[config.mk]
export PLATFORM = sky130hd
export DESIGN_NAME = alu_seq_ctrl
export DESIGN_NICKNAME = d
export VERILOG_FILES = /design/src/rtl/alu_seq_ctrl.sv
export SDC_FILE = /design/constraint.sdc
export NUM_CORES = 1
export LEC_CHECK = 0
export ABC_CLOCK_PERIOD_IN_PS = 4800
export CAP_MARGIN = 20
export CELL_PAD_IN_SITES_DETAIL_PLACEMENT = 1
export CELL_PAD_IN_SITES_GLOBAL_PLACEMENT = 1
export CORE_UTILIZATION = 24
export CTS_CLUSTER_DIAMETER = 80
export DETAILED_ROUTE_END_ITERATION = 6
export PLACE_DENSITY = 0.88
export SLEW_MARGIN = 20
export SYNTH_ARGS = -nofsm -noshare
export SYNTH_HDL_FRONTEND = slang
export SYNTH_SLANG_ARGS = --single-unit
[constraint.sdc]
create_clock -name clk -period 4.8 [get_ports clk]
set_clock_uncertainty 0.1 [all_clocks]
set_input_delay 1.44 -clock clk [delete_from_list [all_inputs] [get_ports clk]]
set_output_delay 1.44 -clock clk [all_outputs]
set_load 0.02 [all_outputs]
[src/rtl/alu_seq_ctrl.sv]
// Control sequencer for one register-to-register ALU instruction.
// Steps T0-T5 drive the datapath's enables, bus selects and ALU op.
module alu_seq_ctrl #(
  parameter int Y_BIT   = 19,
  parameter int PC_BIT  = 20,
  parameter int MDR_BIT = 21,
  parameter int ZLO_BIT = 22,
  parameter int IR_BIT  = 23,
  parameter int Z_BIT   = 24,
  parameter int MAR_BIT = 25
) (
  input  logic        clk,
  input  logic        clr,
  input  logic        start,
  input  logic [31:0] ir,
  output logic [31:0] enable,
  output logic [31:0] busSelect,
  output logic        MR_Read,
  output logic [3:0]  Control_Signals,
  output logic        pc_inc,
  output logic        busy,
  output logic        done,
  output logic        illegal
);

  typedef enum logic [2:0] {
    S_IDLE, S_T0, S_T1, S_T2,
    S_T3, S_T4, S_T5, S_DONE
  } state_t;

  state_t state, state_nx;

  logic [3:0] ra, rc, op;
  logic       una, bad;
  logic [3:0] dec_op;
  logic       dec_una;
  logic [3:0] rb;
  logic       unused;

  assign rb      = ir[22:19];
  assign unused  = ^ir[14:0];
  assign dec_una = (dec_op == 4'd5) || (dec_op == 4'd6);

  // Zero means the opcode is not an ALU instruction.
  always_comb begin
    unique case (ir[31:27])
      5'b00011: dec_op = 4'd1;
      5'b00100: dec_op = 4'd2;
      5'b00101: dec_op = 4'd3;
      5'b00110: dec_op = 4'd4;
      5'b10001: dec_op = 4'd5;
      5'b10010: dec_op = 4'd6;
      5'b00111: dec_op = 4'd7;
      5'b01000: dec_op = 4'd8;
      5'b01001: dec_op = 4'd9;
      5'b01010: dec_op = 4'd10;
      default:  dec_op = 4'd0;
    endcase
  end

  always_ff @(posedge clk) begin
    if (!clr) begin
      state <= S_IDLE;
      ra    <= '0;
      rc    <= '0;
      op    <= '0;
      una   <= 1'b0;
      bad   <= 1'b0;
    end else begin
      state <= state_nx;
      if (state == S_T3) begin
        ra  <= ir[26:23];
        rc  <= ir[18:15];
        op  <= dec_op;
        una <= dec_una;
        bad <= (dec_op == 4'd0);
      end else if (state == S_DONE) begin
        bad <= 1'b0;
      end
    end
  end

  always_comb begin
    state_nx        = state;
    enable          = '0;
    busSelect       = '0;
    MR_Read         = 1'b0;
    Control_Signals = '0;
    pc_inc          = 1'b0;
    busy            = 1'b0;
    done            = 1'b0;
    illegal         = 1'b0;
    case (state)
      S_IDLE: begin
        if (start) state_nx = S_T0;
      end
      S_T0: begin
        busy              = 1'b1;
        busSelect[PC_BIT] = 1'b1;
        enable[MAR_BIT]   = 1'b1;
        enable[PC_BIT]    = 1'b1;
        pc_inc            = 1'b1;
        state_nx          = S_T1;
      end
      S_T1: begin
        busy            = 1'b1;
        MR_Read         = 1'b1;
        enable[MDR_BIT] = 1'b1;
        state_nx        = S_T2;
      end
      S_T2: begin
        busy               = 1'b1;
        busSelect[MDR_BIT] = 1'b1;
        enable[IR_BIT]     = 1'b1;
        state_nx           = S_T3;
      end
      // IR was loaded at the end of T2, so decode it live here.
      S_T3: begin
        busy = 1'b1;
        if (dec_op == 4'd0) begin
          state_nx = S_DONE;
        end else begin
          busSelect[rb] = 1'b1;
          if (dec_una) begin
            enable[Z_BIT]   = 1'b1;
            Control_Signals = dec_op;
          end else begin
            enable[Y_BIT] = 1'b1;
          end
          state_nx = S_T4;
        end
      end
      S_T4: begin
        busy = 1'b1;
        if (una) begin
          busSelect[ZLO_BIT] = 1'b1;
          enable[ra]         = 1'b1;
          state_nx           = S_DONE;
        end else begin
          busSelect[rc]   = 1'b1;
          enable[Z_BIT]   = 1'b1;
          Control_Signals = op;
          state_nx        = S_T5;
        end
      end
      S_T5: begin
        busy               = 1'b1;
        busSelect[ZLO_BIT] = 1'b1;
        enable[ra]         = 1'b1;
        state_nx           = S_DONE;
      end
      S_DONE: begin
        done     = 1'b1;
        illegal  = bad;
        state_nx = S_IDLE;
      end
      default: state_nx = S_IDLE;
    endcase
  end

endmodule
After elaboration in Yosys (flattened, before gate mapping)
Memory sizes are Yosys's and may differ from the RTL's.
Index checks and enable logic that the tools add are counted.
{"block": "totals", "register_bits": 17, "latch_bits": 0, "mem_bits_rw": 0, "mem_bits_ro": 128, "in_bits": 35, "out_inout_bits": 73, "wordCells": 72, "mem_count": 1}
{"block": "op_classes", "add_sub_neg": 0, "mul": 0, "div_mod_pow": 0, "n_lt_le_gt_ge": 6, "eq_ne": 10, "shift": 0, "muxes": 41, "n_bitwise": 0, "n_reduce_logical": 8}
{"name": "(no name shown)", "depth": 32, "word_bits": 4, "read_ports": 1, "rd_ports_with_merged_regs": 0, "wr": 0, "line": "46", "text": "unique case (ir[31:27])"}
{"op": "$pmux W16 S2", "count": 2}
{"op": "$mux W16", "count": 3}
{"op": "$pmux W3 S8", "count": 1}
{"op": "$lt A4 B6 Y1 const B", "count": 3}
{"op": "$mux W1", "count": 17}
{"op": "$demux W1 S4", "count": 3}
{"op": "$eq A3 B3 Y1 const B", "count": 4}
{"op": "$ge A4 B1 Y1 const B", "count": 3}
{"op": "$mux W4", "count": 3}
{"op": "$pmux W1 S2", "count": 5}
{"op": "$mux W9", "count": 1}
{"op": "$pmux W1 S3", "count": 3}
{"op": "$eq A4 B3 Y1 const B", "count": 2}
{"op": "$pmux W4 S2", "count": 1}
{"op": "$eq A3 B2 Y1 const B", "count": 2}
{"op": "$reduce_or A6 Y1", "count": 1}
{"op": "$logic_not A4 Y1", "count": 1}
{"op": "$eq A3 B1 Y1 const B", "count": 1}
{"op": "$logic_and A1 B1 Y1", "count": 3}
{"op": "$logic_not A3 Y1", "count": 1}
{"op": "$mux W3", "count": 1}
{"op": "$mux W2", "count": 1}
{"op": "$ne A2 B2 Y1 const B", "count": 1}
{"op": "$reduce_bool A2 Y1", "count": 1}
{"op": "$logic_or A1 B1 Y1", "count": 1}

Logic depth before layout (Yosys ltp)
{"block": "depth", "depth_word": 6, "mapped_depth": 7}

Least setup slack after synthesis
Ideal clock, no wire load.
{"block": "synth_timing", "path_type": "input-to-output", "from": "in ir[31]", "to": "out enable[19]", "t_arrival_ns": 3.073, "required_time_ns": 3.260, "path_slack_ns": 0.187, "cell_stages": 6, "path_cell_list": "buf_2 or3b_4 o32a_2 o211ai_2 nor2_1 a211oi_1"}
{"block": "synth_via", "elab_chain_len": 6, "elab_cells_between_ends": 8}
{"item": "from (decl)", "line": "15", "text": "input logic [31:0] ir,"}
{"item": "$mem_v2 Z32 W4 (*)"}
{"item": "$eq A4 B3 Y1", "line": "42", "text": "assign dec_una = (dec_op == 4'd5) || (dec_op == 4'd6);"}
{"item": "$logic_or A1 B1 Y1", "line": "42"}
{"item": "$mux W1", "line": "124", "text": "if (dec_una) begin"}
{"item": "$mux W1 (*)", "line": "120", "text": "if (dec_op == 4'd0) begin"}
{"item": "$pmux W1 S2 (*)", "line": "93", "text": "case (state)"}
{"item": "to (decl)", "line": "16", "text": "output logic [31:0] enable,"}
Every way passes the cells marked *; elsewhere a longest branch is shown, timed or not.

Worst setup path in the final report
{"block": "layout_timing", "from": "in ir[30]", "to": "out busSelect[3]"}
{"block": "layout_via", "elab_chain_len": 4}
{"item": "$mem_v2 Z32 W4"}
{"item": "$logic_not A4 Y1", "line": "120"}
{"item": "$mux W16", "line": "120"}
{"item": "$pmux W16 S2", "line": "93"}
{"item": "to (decl)", "line": "17", "text": "output logic [31:0] busSelect,"}
No other way between the ends.

==> results by group <==
Run status
  • Run status: finished, violations left
  • Failing checks: DRC

Power
  • Leakage power: 0.00101 uW
  • Pwr Total: about 430 uW
  • Max VDD drop: a little under 0.08 mV
  • PD cells: 163 nW/um^2

Timing
  • Fmax: 212 MHz
  • Number of hold violations in the final report: 0
  • Slew headroom: 0.575
  • Setup violations, final: 0
  • Setup TNS: 0 ps
  • Slew @ Worst Pin: 636 ps
  • Fin crit period: 4710 ps
  • Final worst-path cycle share: 0.981
  • RSZ-0062 raised after global routing: false
  • Fin. max-slew vios: 0

Synth
  • Most common cell in the synthesized netlist: nand2_1
  • FF+latch count, synth: 17
  • Top cells by count, synth: nand2_1, buf_4, nor2_1
  • Share of the synthesized area in the top cell type: 0.208
  • Synth Instances: 230
  • Fraction of registers with async set/reset: 0
  • Largest area contributor in the netlist: dfxtp_1
  • Yosys warning total: 0
  • Avg Synthesized Cell Area: slightly above 7 sq um
  • Post-synth EDFFs: 0
  • Unique masters post-synth: 44
  • Main area contributors after synthesis: dfxtp_1, buf_4, nand2_1
  • Mapped Area: 1640 sq um
  • Ys flop type: dfxtp_1
  • Sequential-to-total area share from yosys stat: 0.208

Worst setup path
  • Worst R2R Setup Slack: 2770 ps
  • Worst r2r dst: bad
  • Endpoint class of the critical path: primary output
  • Req. time, crit path: 3260 ps
  • WP data arrival: roughly 3200 ps
  • Slowest cell on crit path: or3b_4
  • Crit-path cells: dlygate4sd2_1 -> or3b_4 -> o32a_4 -> o211ai_2 -> buf_6 -> o2111ai_4 -> o22ai_1 -> buf_4
  • Worst Setup SP: ir[30]
  • R2r startpoint: state[2]
  • CP startpoint kind: primary input
  • CP Max Fanout: 4
  • Crit-path leading delay family: compound AO/OA/AOI/OAI gates
  • CP max stage delay: 420 ps
  • Cells on worst reg2reg path: 5
  • Critical path type: in -> out
  • WP buf/inv: 3

CTS
  • CTS tree: yes
  • H-tree levels: 1
  • Max clock buf depth: 2
  • Clock transition at path regs: about 70 ps
  • Clock sinks: 17
  • CTS Buf Count: 3
  • Clock Latency Late Sink: 250 ps
  • Clock root buffer: clkbuf_8
  • CTS Hold Bufs: 0

Flow run
  • MaxCap Viol Count: 0

Floorplan
  • Boundary Pins: 108
  • Initial Utilization: 0.253
  • Die area: 7150 sq um
  • Die Ht: 84.6 um
  • CORE AREA: 6460 sq um
  • Cell Rows: 29
  • Die Width: 84.6 um

Routing
  • Vias per cell: a little under 5
  • Pre-antenna DRT Iters: 7
  • Routed length per instance: 14.7 um
  • Antenna Nets Post-Route: 0
  • Vias: 1902
  • Final WL: 5810 um
  • Drc violations: 4
  • Initial detailed-routing violation count: 48

Global route
  • Antenna violations before repair: 0
  • Vias in the first global route: 1952
  • Total congestion overflow: 0
  • First-pass GRT wire length: 9630 um
  • GRT Util Overall: 0.167
  • Pin count of the biggest net entering global routing: 20

Place
  • Dpl hpwl: 4230 um
  • RePlAce Congestion: 0.819
  • IO Port Bufs: 69

Finish
  • Fin nets: 358
  • Antenna cell count: 0
  • Fraction of layout cells with a size suffix above 1: 0.270
  • Area grow syn2layout: 59.6%
  • Fillers: 814

Hold path
  • Worst hold path type: reg -> reg
  • Hold Path Sink: op[3]
  • WHS Path Cells: 2
  • Worst hold start: op[3]
[worst min-delay path, delay by kind of cell (launching register included)]
family             cells  cell delay [ps]
AOI/OAI and AO/OA      1               80
DFF                    1              310
and+or+nand+nor        1               50
[power breakdown]
group	switching (uW)	internal [uW]	leakage, uW	total [uW]
clock	52.6	57.7	0.0000255	110
sequential	10.1	146	0.000138	156
combinational	86.5	73.2	0.000843	160
total	149	277	0.00101	426
[cell usage in the layout, fill, tap and decap left out, types with 2 or more instances in the layout]
master           instances
and3b_2                  2
or3b_4                   2
xnor2_1                  3
and2_1                   3
a21oi_1                  4
or4_1                    4
buf_4                   38
o22ai_2                  6
inv_1                    7
conb_1                  23
o2111ai_4                3
nor3_1                   6
dfxtp_1                 17
nand3b_1                 7
nand3_1                  6
nor2_2                   2
a21oi_2                  2
clkdlybuf4s50_1         43
and3_1                   2
buf_2                    8
clkbuf_8                 3
or2_2                    2
nor2b_1                  4
nand2b_1                 8
a21boi_0                 9
nor2_1                  25
ha_1                     2
nor3b_1                  3
buf_6                    5
dlygate4sd2_1            3
o21ai_0                  3
o22ai_1                  9
nand2_1                 31
[routing by layer]
metal / track usage / vias to the layer above / routed length (um)
li1: - / 920 / -
met1: 0.185 / 900 / 2330
met2: 0.313 / 68 / 3050
met3: 0.0374 / 14 / 285
met4: 0.0586 / 0 / 154
met5: 0 / - / 0
[worst max path at each step]
stage                                    end  depth (start not counted)
after floorplan                   enable[19]                          6
after global placement    Control_Signals[1]                          9
after detailed placement       busSelect[13]                          9
after CTS                       busSelect[9]                         10
after global routing            busSelect[3]                         10
final                           busSelect[3]                          8
[per-stage QoR]
step                      instances  cell area [sq um]  setup slack, ps  hold WS, ps   util
after floorplan                 252               1720              187          336      -
after global placement          385               2430             -640          347  0.376
after detailed placement        385               2430             -671          391  0.376
after CTS                       394               2580             61.5          399  0.400
after global routing            395               2610             11.4          439  0.404
final                           395               2610             89.8          396  0.404
[registers in the layout, indices dropped and copies added, names as in the netlist]
signal	flops
bad	1
op	4
ra	4
rc	4
state	3
una	1
[area by class of cell]
class / instances / area [sq um] / area share
Multi-Input combinational cell: 191 / 1250 / 0.478
Timing Repair Buffer: 99 / 853 / 0.327
Sequential cell: 17 / 340 / 0.130
Tap cell: 77 / 96.3 / 0.0369
Clock buffer: 3 / 41.3 / 0.0158
Inverter: 7 / 26.3 / 0.0101
Clock inverter: 1 / 5.00 / 0.00192
[cells by family (layout without fill, tap and decap cells)]
family          Yosys count  in the layout  share of synthesized area
simple gates            111            111                      0.349
compound gates           47             47                      0.205
buf+inv                  44            110                      0.173
flops                    17             17                      0.208
xor+xnor                  5              5                     0.0268
fa+ha+maj                 4              4                     0.0306
other cells               1             23                    0.00229
mux                       1              1                    0.00612
[repair_timing]
action,in CTS,in global routing
pin swaps,18,7
gates resized for setup,130,9
setup endpoints to repair,21,15
buffers inserted,5,1
cloned,0,0
No activity file was read; power rests on OpenSTA's default activity.
